### src/rtl/sprite_pkg.sv
// -----------------------------------------------------------------------------
// sprite_pkg
//   Shared types and constants for the sprite pixel fetch path.
//   Contents:
//     dir_t         facing direction, encoded exactly as the ROM dir field
//     anim_state_t  animation FSM states
//     PALETTE       16-entry 12-bit RGB palette; index 0 is transparent black
//     SCREEN_W/H    visible raster size
//     palette_rgb() palette lookup helper
// -----------------------------------------------------------------------------
package sprite_pkg;

  typedef enum logic [1:0] {
    DIR_RIGHT = 2'd0,
    DIR_LEFT  = 2'd1,
    DIR_UP    = 2'd2,
    DIR_DOWN  = 2'd3
  } dir_t;

  typedef enum logic [1:0] {
    HOLD    = 2'd0,
    OPENING = 2'd1,
    CLOSING = 2'd2
  } anim_state_t;

  localparam int SCREEN_W = 640;
  localparam int SCREEN_H = 480;

  // {R,G,B} nibbles. Entry 0 is never displayed (transparent).
  localparam logic [11:0] PALETTE [16] = '{
    12'h000,  // 0  transparent
    12'hF00,  // 1  red ghost
    12'hFBF,  // 2  pink ghost
    12'h0FF,  // 3  cyan ghost
    12'hFB5,  // 4  orange ghost
    12'hFF0,  // 5  pacman yellow
    12'h22F,  // 6  frightened blue
    12'hFFF,  // 7  eye white
    12'h00F,  // 8  pupil blue
    12'hF80,  // 9  dark orange
    12'h0F0,  // 10 green
    12'h888,  // 11 grey
    12'hFCC,  // 12 light pink
    12'h808,  // 13 purple
    12'h0A0,  // 14 dark green
    12'h444   // 15 dark grey
  };

  function automatic logic [11:0] palette_rgb(input logic [3:0] idx);
    return PALETTE[idx];
  endfunction

endpackage

### src/rtl/sprite_pixel_fetch_anim_fsm.sv
// -----------------------------------------------------------------------------
// sprite_anim_fsm
//   Animation-frame sequencer for one sprite. Counts frame_start pulses and
//   every ANIM_DIV-th pulse takes one animation step:
//     HOLD    -> OPENING when moving (frame unchanged), otherwise stays put
//     OPENING -> frame+1, turning to CLOSING on reaching FRAMES-1
//     CLOSING -> frame-1, turning to OPENING on reaching 0
//     OPENING/CLOSING with moving=0 -> HOLD, frame unchanged
//   Ports:
//     Clk         in   pixel clock
//     Reset       in   async active-high; state HOLD, frame 0, divider 0
//     frame_start in   one-cycle pulse at start of vblank
//     moving      in   1 = animate, 0 = hold current frame
//     frame       out  current animation frame index (registered)
// -----------------------------------------------------------------------------
module sprite_anim_fsm
  import sprite_pkg::*;
#(
  parameter  int FRAMES   = 4,
  parameter  int ANIM_DIV = 6,
  localparam int FW       = $clog2(FRAMES),
  localparam int DW       = (ANIM_DIV > 1) ? $clog2(ANIM_DIV) : 1
) (
  input  logic          Clk,
  input  logic          Reset,
  input  logic          frame_start,
  input  logic          moving,
  output logic [FW-1:0] frame
);

  localparam logic [FW-1:0] LAST_FRAME = FW'(FRAMES - 1);
  localparam logic [DW-1:0] DIV_LAST   = DW'(ANIM_DIV - 1);

  anim_state_t   r_state;
  logic [FW-1:0] r_frame;
  logic [DW-1:0] r_div;

  always_ff @(posedge Clk or posedge Reset) begin
    if (Reset) begin
      r_state <= HOLD;
      r_frame <= '0;
      r_div   <= '0;
    end else if (frame_start) begin
      if (r_div == DIV_LAST) begin
        r_div <= '0;
        case (r_state)
          HOLD: begin
            if (moving) r_state <= OPENING;
          end
          OPENING: begin
            if (!moving) begin
              r_state <= HOLD;
            end else if (r_frame == LAST_FRAME) begin
              // Only reachable when resuming from HOLD at the last frame:
              // turn around instead of wrapping.
              r_frame <= r_frame - 1'b1;
              r_state <= CLOSING;
            end else begin
              r_frame <= r_frame + 1'b1;
              if (r_frame == LAST_FRAME - 1'b1) r_state <= CLOSING;
            end
          end
          CLOSING: begin
            if (!moving) begin
              r_state <= HOLD;
            end else if (r_frame == '0) begin
              // Resuming from HOLD at frame 0: turn around instead of wrapping.
              r_frame <= r_frame + 1'b1;
              r_state <= OPENING;
            end else begin
              r_frame <= r_frame - 1'b1;
              if (r_frame == FW'(1)) r_state <= OPENING;
            end
          end
          default: r_state <= HOLD;
        endcase
      end else begin
        r_div <= r_div + 1'b1;
      end
    end
  end

  assign frame = r_frame;

endmodule

### src/rtl/sprite_pixel_fetch.sv
// -----------------------------------------------------------------------------
// sprite_pixel_fetch
//   Per-pixel colour source for one 16x16 sprite. For each valid DrawX/DrawY
//   it decides whether the pixel lies in the sprite box, addresses the
//   palette-index ROM as {dir, frame, row, col}, and palettises the returned
//   index. Output is RGB plus a hit flag, aligned with delayed DrawX/DrawY.
//   Latency from pix_valid to out_valid is ROM_LAT+2 cycles, one pixel per
//   clock, no stalls.
//
//   Build option: define SPRITE_MIRROR_EN to draw "left" as a horizontally
//   mirrored copy of the "right" art (ROM dir-1 slot then unused). Latency is
//   the same either way.
//
//   Ports:
//     Clk, Reset          pixel clock, async active-high reset
//     frame_start         vblank pulse, drives the animation FSM
//     pix_valid           DrawX/DrawY valid this cycle
//     DrawX, DrawY        current raster position (10 bit)
//     SpriteX, SpriteY    sprite centre (10 bit)
//     dir                 facing 0 right, 1 left, 2 up, 3 down
//     moving              animate when 1, hold frame when 0
//     rom_addr  (out, AW) {dir, frame, row, col} to the sprite ROM
//     rom_data  (in, 4)   palette index, ROM_LAT cycles after rom_addr
//     out_valid           outputs valid
//     out_x, out_y        DrawX/DrawY aligned with RGB
//     spr_red/green/blue  sprite colour, 0 when no hit
//     spr_hit             in box and palette index != 0
// -----------------------------------------------------------------------------
module sprite_pixel_fetch
  import sprite_pkg::*;
#(
  parameter  int SPRITE_S = 16,
  parameter  int FRAMES   = 4,
  parameter  int ROM_LAT  = 2,
  parameter  int ANIM_DIV = 6,
  localparam int SW       = $clog2(SPRITE_S),
  localparam int FW       = $clog2(FRAMES),
  localparam int AW       = 2 + FW + 2 * SW
) (
  input  logic          Clk,
  input  logic          Reset,
  input  logic          frame_start,
  input  logic          pix_valid,
  input  logic [9:0]    DrawX,
  input  logic [9:0]    DrawY,
  input  logic [9:0]    SpriteX,
  input  logic [9:0]    SpriteY,
  input  logic [1:0]    dir,
  input  logic          moving,
  output logic [AW-1:0] rom_addr,
  input  logic [3:0]    rom_data,
  output logic          out_valid,
  output logic [9:0]    out_x,
  output logic [9:0]    out_y,
  output logic [3:0]    spr_red,
  output logic [3:0]    spr_green,
  output logic [3:0]    spr_blue,
  output logic          spr_hit
);

  localparam logic signed [10:0] HALF_S = 11'(SPRITE_S / 2);
  localparam logic signed [10:0] SIDE_S = 11'(SPRITE_S);

  // ---------------------------------------------------------------------------
  // Animation frame
  // ---------------------------------------------------------------------------
  logic [FW-1:0] w_frame;

  sprite_anim_fsm #(
    .FRAMES   (FRAMES),
    .ANIM_DIV (ANIM_DIV)
  ) u_anim (
    .Clk         (Clk),
    .Reset       (Reset),
    .frame_start (frame_start),
    .moving      (moving),
    .frame       (w_frame)
  );

  // ---------------------------------------------------------------------------
  // Region test: signed offsets so sprites hanging off the left/top edge clip
  // instead of wrapping to the far side of the screen.
  // ---------------------------------------------------------------------------
  logic signed [10:0] w_dx;
  logic signed [10:0] w_dy;
  logic               w_in_box;
  logic [SW-1:0]      w_col;
  logic [SW-1:0]      w_row;

  assign w_dx     = $signed({1'b0, DrawX}) - $signed({1'b0, SpriteX}) + HALF_S;
  assign w_dy     = $signed({1'b0, DrawY}) - $signed({1'b0, SpriteY}) + HALF_S;
  assign w_in_box = (w_dx >= 11'sd0) && (w_dx < SIDE_S) &&
                    (w_dy >= 11'sd0) && (w_dy < SIDE_S);
  assign w_col    = w_dx[SW-1:0];
  assign w_row    = w_dy[SW-1:0];

  logic [1:0]    w_dir_eff;
  logic [SW-1:0] w_col_eff;

`ifdef SPRITE_MIRROR_EN
  // Left-facing reuses the right-facing art; ~col == SPRITE_S-1-col since
  // SPRITE_S is a power of two.
  always_comb begin
    w_dir_eff = dir;
    w_col_eff = w_col;
    if (dir == DIR_LEFT) begin
      w_dir_eff = DIR_RIGHT;
      w_col_eff = ~w_col;
    end
  end
`else
  assign w_dir_eff = dir;
  assign w_col_eff = w_col;
`endif

  // ---------------------------------------------------------------------------
  // S0: ROM address and region flag. Out-of-box pixels leave the address
  // untouched so the ROM sees no spurious activity.
  // Stage index 0 of the sideband shift is S0; index ROM_LAT lines up with
  // rom_data.
  // ---------------------------------------------------------------------------
  logic [AW-1:0]    r_rom_addr;
  logic [ROM_LAT:0] r_vld_p;
  logic [ROM_LAT:0] r_in_p;
  logic [9:0]       r_x_p [0:ROM_LAT];
  logic [9:0]       r_y_p [0:ROM_LAT];

  always_ff @(posedge Clk or posedge Reset) begin
    if (Reset) begin
      r_rom_addr <= '0;
      r_vld_p    <= '0;
      r_in_p     <= '0;
    end else begin
      if (pix_valid && w_in_box) r_rom_addr <= {w_dir_eff, w_frame, w_row, w_col_eff};
      if (ROM_LAT > 0) begin
        r_vld_p <= {r_vld_p[ROM_LAT-1:0], pix_valid};
        r_in_p  <= {r_in_p[ROM_LAT-1:0], pix_valid & w_in_box};
      end
    end
  end

  // Coordinate sideband carries no control meaning, so it is not reset.
  always_ff @(posedge Clk) begin
    r_x_p[0] <= DrawX;
    r_y_p[0] <= DrawY;
    for (int i = 1; i <= ROM_LAT; i++) begin
      r_x_p[i] <= r_x_p[i-1];
      r_y_p[i] <= r_y_p[i-1];
    end
  end

  assign rom_addr = r_rom_addr;

  // ---------------------------------------------------------------------------
  // Final stage: palettise. Index 0 is transparent.
  // ---------------------------------------------------------------------------
  logic        w_hit;
  logic [11:0] w_rgb;

  assign w_hit = r_vld_p[ROM_LAT] & r_in_p[ROM_LAT] & (rom_data != 4'd0);
  assign w_rgb = w_hit ? palette_rgb(rom_data) : 12'h000;

  logic        r_out_valid;
  logic        r_hit;
  logic [11:0] r_rgb;
  logic [9:0]  r_out_x;
  logic [9:0]  r_out_y;

  always_ff @(posedge Clk or posedge Reset) begin
    if (Reset) begin
      r_out_valid <= 1'b0;
      r_hit       <= 1'b0;
      r_rgb       <= 12'h000;
      r_out_x     <= '0;
      r_out_y     <= '0;
    end else begin
      r_out_valid <= r_vld_p[ROM_LAT];
      r_hit       <= w_hit;
      r_rgb       <= w_rgb;
      r_out_x     <= r_x_p[ROM_LAT];
      r_out_y     <= r_y_p[ROM_LAT];
    end
  end

  assign out_valid = r_out_valid;
  assign spr_hit   = r_hit;
  assign spr_red   = r_rgb[11:8];
  assign spr_green = r_rgb[7:4];
  assign spr_blue  = r_rgb[3:0];
  assign out_x     = r_out_x;
  assign out_y     = r_out_y;

endmodule

### config.mk
export PLATFORM = sky130hd
export DESIGN_NAME = sprite_pixel_fetch
export DESIGN_NICKNAME = d
export VERILOG_FILES = /design/src/rtl/sprite_pkg.sv /design/src/rtl/sprite_pixel_fetch_anim_fsm.sv /design/src/rtl/sprite_pixel_fetch.sv
export SDC_FILE = /design/constraint.sdc
export NUM_CORES = 1
export LEC_CHECK = 0
export ABC_AREA = 1
export BUFFER_PORTS_ARGS = -buffer_cell sky130_fd_sc_hd__buf_4
export CORE_ASPECT_RATIO = 1.2
export CORE_MARGIN = 10
export CORE_UTILIZATION = 30
export CTS_CLUSTER_DIAMETER = 100
export DETAILED_ROUTE_END_ITERATION = 10
export PLACE_DENSITY = 0.46
export SETUP_SLACK_MARGIN = 0.05
export SYNTH_ARGS = -nofsm -noshare
export SYNTH_HDL_FRONTEND = slang
export SYNTH_SLANG_ARGS = --single-unit
export TNS_END_PERCENT = 100
### constraint.sdc
create_clock -name Clk -period 4.3 [get_ports Clk]
set_clock_uncertainty 0.15 [all_clocks]
set_input_delay 0.43 -clock Clk [delete_from_list [all_inputs] [get_ports Clk]]
set_output_delay 0.43 -clock Clk [all_outputs]
set_load 0.02 [all_outputs]
* Word level (Yosys, flattened, before mapping)
Memories as Yosys holds them, arrays and structs flattened. A register that Yosys moved wholly into a read port is not among the register bits.
Index checks and enable logic that the tools add are counted.
** Word-level totals
- Register bits :: 39
- Bits in writable memories :: 60
- Bits in read-only memories :: 192
- Output and inout port bits :: 46
- Logic and storage cells :: 66
- Memories kept :: 3
** Operators by class
- Add/sub/neg operators :: 7
- Order comparisons :: 5
- Eq/ne operators :: 11
- Muxes and demuxes :: 17
- Bitwise operators :: 4
- Reduce and logical (&&, ||, !) cells :: 10
** Memories
- (no name shown) :: depth 16, bits a word 12, read ports 1, clocked after memory_dff 0, wr ports 0, RTL line sprite_pkg.sv:50 : return PALETTE[idx];
- r_x_p :: depth 3, bits a word 10, read ports 3, clocked after memory_dff 1, wr ports 3, RTL line sprite_pixel_fetch.sv:125 : logic [9:0] r_x_p [0:ROM_LAT];
- r_y_p :: depth 3, bits a word 10, read ports 3, clocked after memory_dff 1, wr ports 3, RTL line sprite_pixel_fetch.sv:126 : logic [9:0] r_y_p [0:ROM_LAT];
** Operators by type and width (number)
- $mux 12 :: 3
- $add 11x5->11 const B :: 2
- $ge 11x1->1 const B :: 2
- $lt 11x6->1 const B :: 2
- $mux 2 :: 11
- $sub 10x10->11 :: 2
- $reduce_and 5->1 :: 2
- $ne 4x2->1 const B :: 2
- $eq 2x2->1 const B :: 3
- $ne 2x2->1 const B :: 3
- $pmux 2 s3 :: 1
- $ge 5x5->1 const B :: 1
- $not 4->5 :: 1
- $eq 2x1->1 const B :: 2
- $logic_and 1x1->1 :: 4
- $logic_not 2->1 :: 2
- $pmux 2 s2 :: 1
- $reduce_bool 4->1 :: 1
- $add 3x1->3 const B :: 1
- $and 1x1->1 :: 3
- $eq 3x3->1 const B :: 1
- $mux 3 :: 1
- $add 2x1->2 const B :: 1
- $reduce_bool 2->1 :: 1
- $sub 2x1->2 const B :: 1

* Logic depth before layout (Yosys ltp)
Gate-level depths: netlist of run 1.
- Depth after elaboration :: 7
- Depth in mapped cells :: 19

* Hierarchy
From an unflattened synthesis of run 1, not the netlist that was laid out.
** Second synthesis, totals
- Cell total of the unflattened synthesis :: 531
- Area, all modules :: 4895.9 um^2
** Modules (own cells, without submodules)
- sprite_pixel_fetch :: times used 1, cells an instance 478, area each 4493.1 um^2
- sprite_anim_fsm :: times used 1, cells an instance 53, area each 402.9 um^2

* Worst setup path after synthesis of run 1
No wires, ideal clock.
- Path type :: input to register
- From :: in SpriteX[1]
- To :: reg r_rom_addr[1] (netlist: rom_addr[1])
- Arrival :: 2331 ps
- Slack :: 1702 ps
- Stages on the path :: 17
- Path buffers :: 1
- Path through :: inv_1 ha_1 ha_1 fa_1 nand2_1 nand2_1 nand3_1 nand2_1 nand2_1 nand2_1 nor2_1 nand3_2 nor2_4 nand2_4 buf_6 nand2_1 nand2_1
** On the way
- Word-level cells in the longest chain between the ends :: 7
- Elaborated cells between the ends (all ways) :: 8
** RTL lines
- start: declaration :: RTL line sprite_pixel_fetch.sv:46 : input logic [9:0] SpriteX,
- $sub 10x10->11 * :: RTL line sprite_pixel_fetch.sv:90 : assign w_dx = $signed({1'b0, DrawX}) - $signed({1'b0, SpriteX}) + HALF_S;
- $add 11x5->11 * :: RTL line sprite_pixel_fetch.sv:90
- $ge 11x1->1 or $lt 11x6->1 (tied branches) :: RTL line sprite_pixel_fetch.sv:92 : assign w_in_box = (w_dx >= 11'sd0) && (w_dx < SIDE_S) &&
- $logic_and 1x1->1 (2 in series) :: RTL line sprite_pixel_fetch.sv:92
- $logic_and 1x1->1 :: RTL line sprite_pixel_fetch.sv:93 : (w_dy >= 11'sd0) && (w_dy < SIDE_S);
- $logic_and 1x1->1 :: RTL line sprite_pixel_fetch.sv:134 : if (pix_valid && w_in_box) r_rom_addr <= {w_dir_eff, w_frame, w_row, w_col_eff};
- end signal: assignment :: RTL line sprite_pixel_fetch.sv:134
- end: declaration :: RTL line sprite_pixel_fetch.sv:122 : logic [AW-1:0] r_rom_addr;
Mark *: on every way between the ends. The rest lies on a longest branch, timed or not.
A chain may end at the register's enable or synchronous reset.

* Worst setup path after layout of run 1
- From :: in DrawY[1]
- To :: reg r_rom_addr[7] (netlist: rom_addr[7])
** On the way
- Word-level cells in the longest chain between the ends :: 6
- Elaborated cells between the ends (all ways) :: 7
** RTL lines
- start: declaration :: RTL line sprite_pixel_fetch.sv:45 : input logic [9:0] DrawY,
- $sub 10x10->11 * :: RTL line sprite_pixel_fetch.sv:91 : assign w_dy = $signed({1'b0, DrawY}) - $signed({1'b0, SpriteY}) + HALF_S;
- $add 11x5->11 * :: RTL line sprite_pixel_fetch.sv:91
- $ge 11x1->1 :: RTL line sprite_pixel_fetch.sv:93
- $logic_and 1x1->1 :: RTL line sprite_pixel_fetch.sv:92
- $logic_and 1x1->1 :: RTL line sprite_pixel_fetch.sv:93
- $logic_and 1x1->1 :: RTL line sprite_pixel_fetch.sv:134
Marks and branches as above.

==> results.py, run 1 <==
metrics = {
    "run_status": {
        "status": "completed",
    },
    "clock_tree": {
        "cts_tree": "built",
        "numCtsBuffers": 17,
        "cts_resized": 0,
        "clockBufferDepth": 2,
        "htreeDepth": 4,
        "path_clk_slew_ps": 50,
        "cts_setup_buffers": 0,
        "cts_root_buffer": "clkbuf_16",
        "holdBufCountCts": 22,
        "clock_latency_ps": 410,
        "cts_sinks": 119,
    },
    "yosys": {
        "syn_nets": 587,
        "yosys.area.top_type_share": 0.313,
        "synth_common_cells": "nand2_1 (113), inv_1 (79), dfxtp_1 (60), dfrtp_1 (59), ha_1 (43)",
        "async_reset_ff_frac": 0.496,
        "ys_warn_count": 0,
        "synth_seq_cells": 119,
        "ys.flop_type": "dfxtp_1",
        "yosysUniqueCellTypes": 28,
        "syn_inst": 491,
        "seq_area_frac_synth": 0.568,
        "synth_edf_count": 0,
        "avgSynthCellArea_um2": 9.60,
        "yosysTopAreaCell": "dfrtp_1",
        "synth_most_common_cell": "nand2_1",
        "synth.area.top_cells": "dfrtp_1 (31%), dfxtp_1 (25%), ha_1 (11%)",
        "syn_area_um2": 4710,
    },
    "worst_setup_path": {
        "cp-start-kind": "input port",
        "cp-end-kind": "flop",
        "crit_path_max_fanout": 13,
        "cp_slowest_stage_delay_ps": 550,
        "regToRegSetupSlack_ps": 2760,
        "worstSetupPathType": "in2reg",
        "required_ps": 4450,
        "r2r-end": "u_anim.r_state[1]",
        "reg2reg_depth": 6,
        "cp_cell_sequence": "dlygate4sd3_1 > buf_4 > ha_1 > ha_1 > fa_1 > nand2_1 > nand2_2 > nand3_1 > nand3b_1 > nand2_1 > nand2_1 > nor2_1 > nand2_1 > nor2_4 > nand2_4 > nand2_1 > nand2_1",
        "r2r_start": "u_anim.r_state[0]",
        "arrival_ps": 3270,
        "crit_path_top_delay_cell": "dlygate4sd3_1",
        "cp_common_cell": "nand2_1",
    },
    "pwr": {
        "finalPower_mw": 3.05,
        "ir_worst_vdd_mv": 0.223,
        "power_leakage_nw": 3.45,
        "powerDensity_nw_per_um2": 470,
    },
    "finish": {
        "antenna_cells": 0,
        "area_delta_synth_final_pct": 37.6,
        "stdcell_area_um2": 6490,
        "final_layout_size_suffix_gt1_frac": 0.219,
        "num-nets-final": 721,
        "post-route-util": 0.418,
    },
    "timing": {
        "setup_viol": 0,
        "drv_slew": 0,
        "slew_headroom": 0.584,
        "fin_crit_ps": 3120,
        "finalHoldViolCount": 0,
        "tns_ps": 0,
        "period_share": 0.726,
        "whs_ps": 62.5,
        "rsz0062_at_grt": "no",
        "fmax_mhz": 320,
        "tightest_slew_ps": 623,
    },
    "min_path": {
        "hold_depth": 2,
        "min_from": "frame_start",
        "min_to": "u_anim.r_div[0]",
        "min_path_type": "in2reg",
    },
    "detailed_routing": {
        "ant_nets": 0,
        "drc": 0,
        "drt_wl_total_mm": 10.7,
        "viasPerCell": 4.17,
        "drt-initial-drc-count": 149,
        "vias": 3525,
        "drt-wirelength-per-cell_um": 12.6,
        "drt_first_pass_iters": 4,
    },
    "place": {
        "place_area_um2": 5660,
        "gp_congestion": 0.827,
        "port_buffers": 96,
        "dp_hpwl_mm": 8.41,
    },
    "global_routing": {
        "antenna_found_initial": 0,
        "first_global_vias": 3725,
        "grt_usage": 0.107,
        "grt_remaining_overflow": 0,
        "grt_max_degree": 32,
        "grt_pass1_wl_mm": 17.7,
    },
    "floorplan": {
        "rows": 50,
        "dieArea_um2": 21100,
        "start_util": 0.304,
        "design.core.area_um2": 15500,
        "die_x_um": 134,
        "die_h_um": 157,
        "pin_count": 97,
    },
    "job": {
        "cap_viol_max_count": 0,
    },
}
[area by class of cell]
class	count	area, um^2
tap	208	260
inverter	80	300
multi-input combinational	288	1700
clock buffer	24	512
fill	1595	9030
sequential	119	2680
clock inverter	8	92.6
timing repair buffer	119	948
[sequential cells by signal (all words and copies together), names as in the netlist]
name            count
r_in_p              3
r_x_p              30
u_anim.r_div        3
u_anim.frame        2
r_vld_p             3
r_y_p              30
r_rgb              12
u_anim.r_state      2
out_y              10
out_x              10
out_valid           1
spr_hit             1
rom_addr           12
[power breakdown]
group | internal [mW] | total, mW | switching, mW
clock | 0.939 | 1.41 | 0.474
sequential | 1.19 | 1.22 | 0.0375
combinational | 0.173 | 0.412 | 0.239
total | 2.30 | 3.05 | 0.751
[worst max path at each step]
stage | start | end | slack (ps) | depth (start not counted)
floorplan | SpriteX[1] | rom_addr[1] | 1700 | 17
global placement | DrawX[1] | rom_addr[2] | 1350 | 16
detailed placement | DrawX[1] | rom_addr[7] | 1300 | 16
CTS | DrawY[1] | rom_addr[11] | 1170 | 17
global route | DrawY[1] | rom_addr[3] | 860 | 17
finish | DrawY[1] | rom_addr[7] | 1180 | 17
[through the flow]
step | std cells | worst slack (ps)
2_1_floorplan | 491 | 1700
3_3_place_gp | 792 | 1350
3_5_place_dp | 792 | 1300
4_1_cts | 846 | 1170
5_1_grt | 846 | 856
6_report | 846 | 1180
[cell usage in the layout, fill, tap and decap left out, drive strengths merged, types with 2 or more instances in the layout]
master       Yosys  layout
nand3           39      39
dfxtp           60      60
xor2             3       3
o21ai           14      14
nand4            6       6
nand2          116     116
clkbuf           0      24
dlygate4sd3      0      22
o21bai           2       2
nor3            10      10
buf              4      97
ha              43      43
a21oi           14      14
inv             80      80
fa               2       2
bufinv           0       2
dfrtp           59      59
nand3b           2       2
clkinv           0       5
nor2            33      33
[cells by family after synthesis]
family / share of synthesized area
DFF: 0.568
buffers and inverters: 0.0719
and+or+nand+nor: 0.191
xor gates and xnor gates: 0.00743
adders and majority gates: 0.123
AOI/OAI and AO/OA: 0.0385
[metal layers]
| layer | global-route usage | vias to the layer above | share of wire | wire (um) |
|---|---|---|---|---|
| met5 | 0 | - | 0 | 0 |
| met4 | 0.0524 | 0 | 0.019 | 199 |
| met3 | 0.0405 | 18 | 0.053 | 569 |
| met2 | 0.186 | 81 | 0.53 | 5590 |
| met1 | 0.111 | 1614 | 0.40 | 4290 |
| li1 | - | 1812 | - | - |
[critical path: cells and delay by family]
family | cells | cell delay, ps
adders and majority gates | 3 | 950
buffers and inverters | 2 | 690
and+or+nand+nor | 12 | 1200
(Power assumes the default switching activity.)
==> inputs of run 2 (changes only) <==
Clock period 4.3 ns to 3.2 ns, I/O delays scaled along.
==> run 2 against run 1 <==
  * Design area is 0.52% higher
  * Die area unchanged
  * Power grew 28%
  * Critical endpoint is now rom_addr[2]
  * Clock-buffer cell count down 3
  * Routed wire length grew 0.90%
  * Global-route usage is essentially flat
==> results.py, run 2 (synthesized netlist as in run 1, its figures left out) <==
metrics = {
    "global_routing": {
        "grt_pass1_wl_mm": 17.8,
        "grt_max_degree": 53,
        "antenna_found_initial": 0,
        "grt_usage": 0.107,
        "first_global_vias": 3792,
        "grt_remaining_overflow": 0,
    },
    "detailed_routing": {
        "vias": 3601,
        "met1_length_mm": 4.47,
        "top_layer": "met4",
        "drt_first_pass_iters": 4,
        "drt-wirelength-per-cell_um": 12.5,
        "ant_nets": 0,
        "drt_wl_total_mm": 10.7,
        "drc": 0,
        "dr_wl_met2_mm": 5.64,
        "met3RoutedLength_um": 453,
        "viasPerCell": 4.20,
        "drt-initial-drc-count": 188,
    },
    "job": {
        "cap_viol_max_count": 0,
    },
    "place": {
        "dp_hpwl_mm": 8.37,
        "port_buffers": 96,
        "gp_congestion": 0.817,
    },
    "pwr": {
        "netSwitchingFraction": 0.263,
        "seq_power_share": 0.421,
        "clkPwrFrac": 0.436,
        "switching_power_mw": 1.03,
        "powerDensity_nw_per_um2": 599,
        "p_int_mw": 2.88,
        "ir_worst_vdd_mv": 0.354,
        "power_leakage_nw": 3.46,
        "pwr-share-comb": 0.143,
    },
    "worst_setup_path": {
        "arrival_ps": 3110,
        "required_ps": 3400,
        "worstSetupPathType": "in2reg",
        "crit_path_max_fanout": 8,
        "cp-start-kind": "input port",
        "cp-end-kind": "flop",
    },
    "floorplan": {
        "die_h_um": 157,
        "rows": 50,
        "start_util": 0.304,
        "design.core.area_um2": 15500,
        "die_x_um": 134,
        "dieArea_um2": 21100,
        "pin_count": 97,
    },
    "clock_tree": {
        "htreeDepth": 4,
        "numCtsBuffers": 17,
        "cts_tree": "built",
        "clock_latency_ps": 410,
        "cts_sinks": 119,
        "path_clk_slew_ps": 50,
        "clockBufferDepth": 2,
        "cts_root_buffer": "clkbuf_16",
    },
    "finish": {
        "n_fill_cell": 1561,
        "final_common_cell": "nand2_1",
        "top_regs": "r_x_p: 30 flops, r_y_p: 30 flops",
        "antenna_cells": 0,
        "most-common-layout-cells": "nand2_1 (113), buf_4 (106), inv_1 (78), dfxtp_1 (60), dfrtp_1 (59)",
        "final_layout_size_suffix_gt1_frac": 0.234,
        "area_delta_synth_final_pct": 38.4,
        "num-nets-final": 732,
    },
    "timing": {
        "tns_ps": 0,
        "slew_headroom": 0.258,
        "tightest_slew_ps": 1110,
        "rsz0062_at_grt": "no",
        "period_share": 0.911,
        "drv_slew": 0,
        "fin_crit_ps": 2910,
        "setup_viol": 0,
        "whs_ps": 6.58,
        "fmax_mhz": 343,
        "finalHoldViolCount": 0,
    },
    "run_status": {
        "status": "completed",
    },
    "min_path": {
        "min_path_type": "in2reg",
    },
}
## run 2: changes by cell type in the layout (fill, tap and decap cells not counted), moves of 2 or more
cell and change:
buf_4 +9, bufinv_16 -2, clkbuf_8 -5, clkinv_4 +2
clkinvlp_4 +4, fa_1 -2, fa_2 +2
## run 2: path summary, 6_finish.rpt
| kind | from | to | slack (ps) | cells after the start |
|---|---|---|---|---|
| hold / removal | dir[1] | rom_addr[11] | 7 | 3 |
| max in group asynchronous | Reset | out_y[0] | 2090 | 3 |
| hold reg to reg | r_x_p[0][9] | r_x_p[1][9] | 170 | 0 |
| setup / recovery | DrawX[1] | rom_addr[2] | 290 | 17 |
| min in group asynchronous | Reset | u_anim.r_div[2] | 50 | 2 |
| setup reg to reg | u_anim.r_div[0] | u_anim.frame[1] | 1650 | 5 |
## run 2: final cells by class
| cell class | instances | area (um^2) | area share |
|---|---|---|---|
| repair buffers | 129 | 1030 | 0.157 |
| inverters | 80 | 300 | 0.0460 |
| clock buffers | 21 | 472 | 0.0723 |
| clock inverters | 11 | 75.1 | 0.0115 |
| flip-flops and latches | 119 | 2680 | 0.411 |
| well taps | 208 | 260 | 0.0399 |
| multi-input cells | 289 | 1710 | 0.262 |
## run 2: worst max-delay path, cell delays in order
cell and delay [ps]:
dlygate4sd3_1 550, buf_4 140, ha_1 280, ha_1 260, fa_2 380, nand2_1 70
nand2_1 70, nand3_1 70, nand2_1 70, nand2_1 60, nand2_1 50, nor2_1 100
nand3_2 110, nor2_4 240, buf_4 190, nand3_1 80, nand2_1 80
## run 2: what timing repair did
item                                   in CTS  in global routing
hold buffers                               23                  0
setup endpoints to repair                   0                 13
endpoints found under the hold margin      23                  0
setup buffers                               0                  9
resized for setup                           0                  3
## run 2: per-stage QoR
stage               cells  power [mW]   util  worst slack, ps  instance area (um^2)
finish                857        3.91  0.420              285                  6520
global route          857        4.14  0.420             55.6                  6520
CTS                   847        3.96  0.415              136                  6440
detailed placement    792        2.21  0.365              282                  5660
global placement      792        2.20  0.365              322                  5660
floorplan             491        2.03      -              712                  4710
## run 2: layer usage
layer	global-route usage	vias to the layer above
met5	0	-
met2	0.191	80
met1	0.112	1660
met4	0.0457	0
li1	-	1847
met3	0.0344	14
## run 2: power groups by stage
stage                     combinational, mW  sequential (mW)  clock, mW
after floorplan                       0.351             1.67          0
after global placement                0.534             1.67          0
after detailed placement              0.542             1.67          0
after CTS                             0.567             1.64       1.75
after global routing                  0.659             1.65       1.83
final                                 0.560             1.64       1.70
==> inputs of run 3 (changes only) <==
Settings changed: MAX_ROUTING_LAYER set to met4, SYNTH_HIERARCHICAL set to 1.
==> run 3 against run 2 <==
  * Routed wire length is 3.5% higher
  * Highest routed layer unchanged
  * Clock power is 8% higher
  * Core utilization is 0.55 points lower
  * Power is 4.4% higher
  * Sequential power hardly changed
  * Sequential cell count stayed put
  * Worst hold slack better by 79 ps
  * Largest cell class unchanged
  * Sequential share of layout area is 1.1 points lower
  * Critical path type unchanged
  * Global-route usage is 0.58 points higher
  * Area after synthesis is 3.9% higher
  * Non-clock buffer count is 5 lower
  * Synthesized cell count is 8.1% higher
  * Largest power group unchanged
==> results.py, run 3 <==
metrics = {
    "run_status": {
        "status": "completed",
    },
    "global_routing": {
        "first_global_vias": 3954,
        "antenna_found_initial": 0,
        "grt_remaining_overflow": 0,
        "grt_max_degree": 36,
        "grt_usage": 0.112,
        "grt_pass1_wl_mm": 18.8,
    },
    "floorplan": {
        "dieArea_um2": 21900,
        "design.core.area_um2": 16100,
        "rows": 51,
        "start_util": 0.303,
        "die_x_um": 137,
        "die_h_um": 160,
        "pin_count": 97,
    },
    "pwr": {
        "p_int_mw": 3.03,
        "power_leakage_nw": 3.59,
        "ir_worst_vdd_mv": 0.260,
        "clkPwrFrac": 0.452,
        "seq_power_share": 0.399,
        "netSwitchingFraction": 0.257,
        "finalPower_mw": 4.08,
        "switching_power_mw": 1.05,
        "pwr-share-comb": 0.149,
        "powerDensity_nw_per_um2": 609,
    },
    "worst_setup_path": {
        "worstSetupPathType": "in2reg",
        "r2r_start": "r_vld_p[2]",
        "required_ps": 3350,
        "arrival_ps": 3060,
        "r2r-end": "r_rgb[10]",
        "crit_path_max_fanout": 13,
        "regToRegSetupSlack_ps": 1860,
        "cp-start-kind": "input port",
        "reg2reg_depth": 4,
        "cp-end-kind": "flop",
    },
    "clock_tree": {
        "cts_root_buffer": "clkbuf_16",
        "clock_latency_ps": 410,
        "cts_sinks": 119,
        "cts_tree": "built",
        "htreeDepth": 4,
        "numCtsBuffers": 17,
        "cts_resized": 0,
        "path_clk_slew_ps": 50,
        "clockBufferDepth": 2,
    },
    "yosys": {
        "async_reset_ff_frac": 0.496,
        "ys.flop_type": "dfxtp_1",
        "synth_common_cells": "nand2_1 (134), inv_1 (85), dfxtp_1 (60), dfrtp_1 (59), ha_1 (43)",
        "syn_inst": 531,
        "syn_area_um2": 4900,
        "synth_most_common_cell": "nand2_1",
        "synth_seq_cells": 119,
        "yosys.area.top_type_share": 0.302,
        "synth_edf_count": 0,
        "yosysTopAreaCell": "dfrtp_1",
        "syn_nets": 627,
        "avgSynthCellArea_um2": 9.22,
        "seq_area_frac_synth": 0.547,
        "synth.area.top_cells": "dfrtp_1 (30%), dfxtp_1 (25%), ha_1 (11%)",
        "yosysUniqueCellTypes": 27,
        "ys_warn_count": 6,
    },
    "detailed_routing": {
        "ant_nets": 0,
        "viasPerCell": 4.15,
        "drt_wl_total_mm": 11.1,
        "drt-wirelength-per-cell_um": 12.4,
        "drc": 0,
        "drt_first_pass_iters": 5,
        "drt-initial-drc-count": 175,
        "vias": 3712,
    },
    "timing": {
        "tns_ps": 0,
        "tightest_slew_ps": 817,
        "rsz0062_at_grt": "no",
        "finalHoldViolCount": 0,
        "whs_ps": 85.2,
        "fin_ws_ps": 289,
        "setup_viol": 0,
        "period_share": 0.910,
        "slew_headroom": 0.455,
        "drv_slew": 0,
        "fmax_mhz": 343,
        "fin_crit_ps": 2910,
    },
    "finish": {
        "antenna_cells": 0,
        "post-route-util": 0.415,
        "stdcell_area_um2": 6700,
        "fin_cells": 895,
        "final_layout_size_suffix_gt1_frac": 0.231,
        "final_common_cell": "nand2_1",
        "top_regs": "r_x_p: 30 flops, r_y_p: 30 flops",
        "most-common-layout-cells": "nand2_1 (134), buf_4 (99), inv_1 (84), dfxtp_1 (60), dfrtp_1 (59)",
        "num-nets-final": 766,
        "area_delta_synth_final_pct": 36.8,
    },
    "min_path": {
        "min_path_type": "in2reg",
        "hold_depth": 3,
        "min_to": "r_rgb[1]",
        "min_from": "rom_data[1]",
    },
    "place": {
        "place_area_um2": 5870,
        "gp_congestion": 0.854,
        "dp_cells": 838,
        "dp_hpwl_mm": 8.62,
        "port_buffers": 96,
        "place_ws_ps": 398,
    },
    "job": {
        "cap_viol_max_count": 0,
    },
}
[run 3: cell count changes in the layout (fill, tap and decap cells not counted), sizes merged, moves of 6 or more]
| cell | change |
|---|---|
| nand2 | +27 |
| inv | +10 |
| nand3 | +8 |
| o21ai | -8 |
| buf | -7 |
| nor2 | +6 |
[run 3: cell families after synthesis]
| group | share of synthesized area |
|---|---|
| XOR/XNOR | 0.00537 |
| buffers and inverters | 0.0762 |
| AND/OR/NAND/NOR | 0.225 |
| adder cells (fa/ha/maj) | 0.118 |
| AO/OA/AOI/OAI | 0.0286 |
| flip-flops | 0.547 |
[run 3: area by class of cell]
| class | instances | area, um^2 |
|---|---|---|
| Clock buffer | 22 | 475 |
| Sequential cell | 119 | 2680 |
| Inverter | 90 | 338 |
| Fill cell | 1624 | 9450 |
| Timing Repair Buffer | 124 | 993 |
| Multi-Input combinational cell | 318 | 1850 |
| Clock inverter | 10 | 103 |
| Tap cell | 212 | 265 |
[run 3: worst max-delay path by stage]
stage                           from           to  slack (ps)
after floorplan           SpriteY[1]  rom_addr[0]         700
after global placement      DrawY[1]  rom_addr[9]         440
after detailed placement    DrawY[1]  rom_addr[0]         400
after CTS                   DrawY[1]  rom_addr[0]         270
after global routing        DrawY[1]  rom_addr[9]          80
final                       DrawY[1]  rom_addr[0]         290
[run 3: per-layer routing]
layer	wire length [um]	up-vias	part of all wire	track usage
met5	0	-	0	-
met4	176	0	0.016	0.0436
met3	669	18	0.060	0.0408
met2	5400	92	0.49	0.179
met1	4880	1665	0.44	0.126
li1	-	1937	-	-
[run 3: timing repair]
action                                  CTS  global route
hold buffers                             25             0
setup buffers                             0             0
endpoints found under the hold margin    65             0
endpoints found under the setup margin    0             0
[run 3: worst max-delay path, stage by stage]
cell and delay [ps]:
dlygate4sd3_1 530, buf_4 140, ha_1 300, ha_1 260
fa_1 410, nand2_1 100, nand2_2 80, nand3_1 130
nand2_1 70, nand2_1 60, nand2_1 50, nor2_1 80
nand2_1 90, nor2_4 130, nand3_4 170, nand2_1 110
nand2_1 50
[run 3: power groups by stage]
stage	Combinational [mW]	Sequential, mW	Clock (mW)
floorplan	0.393	1.66	0
global placement	0.578	1.65	0
detailed placement	0.587	1.66	0
CTS	0.618	1.63	1.90
global route	0.699	1.64	1.98
finish	0.607	1.63	1.84
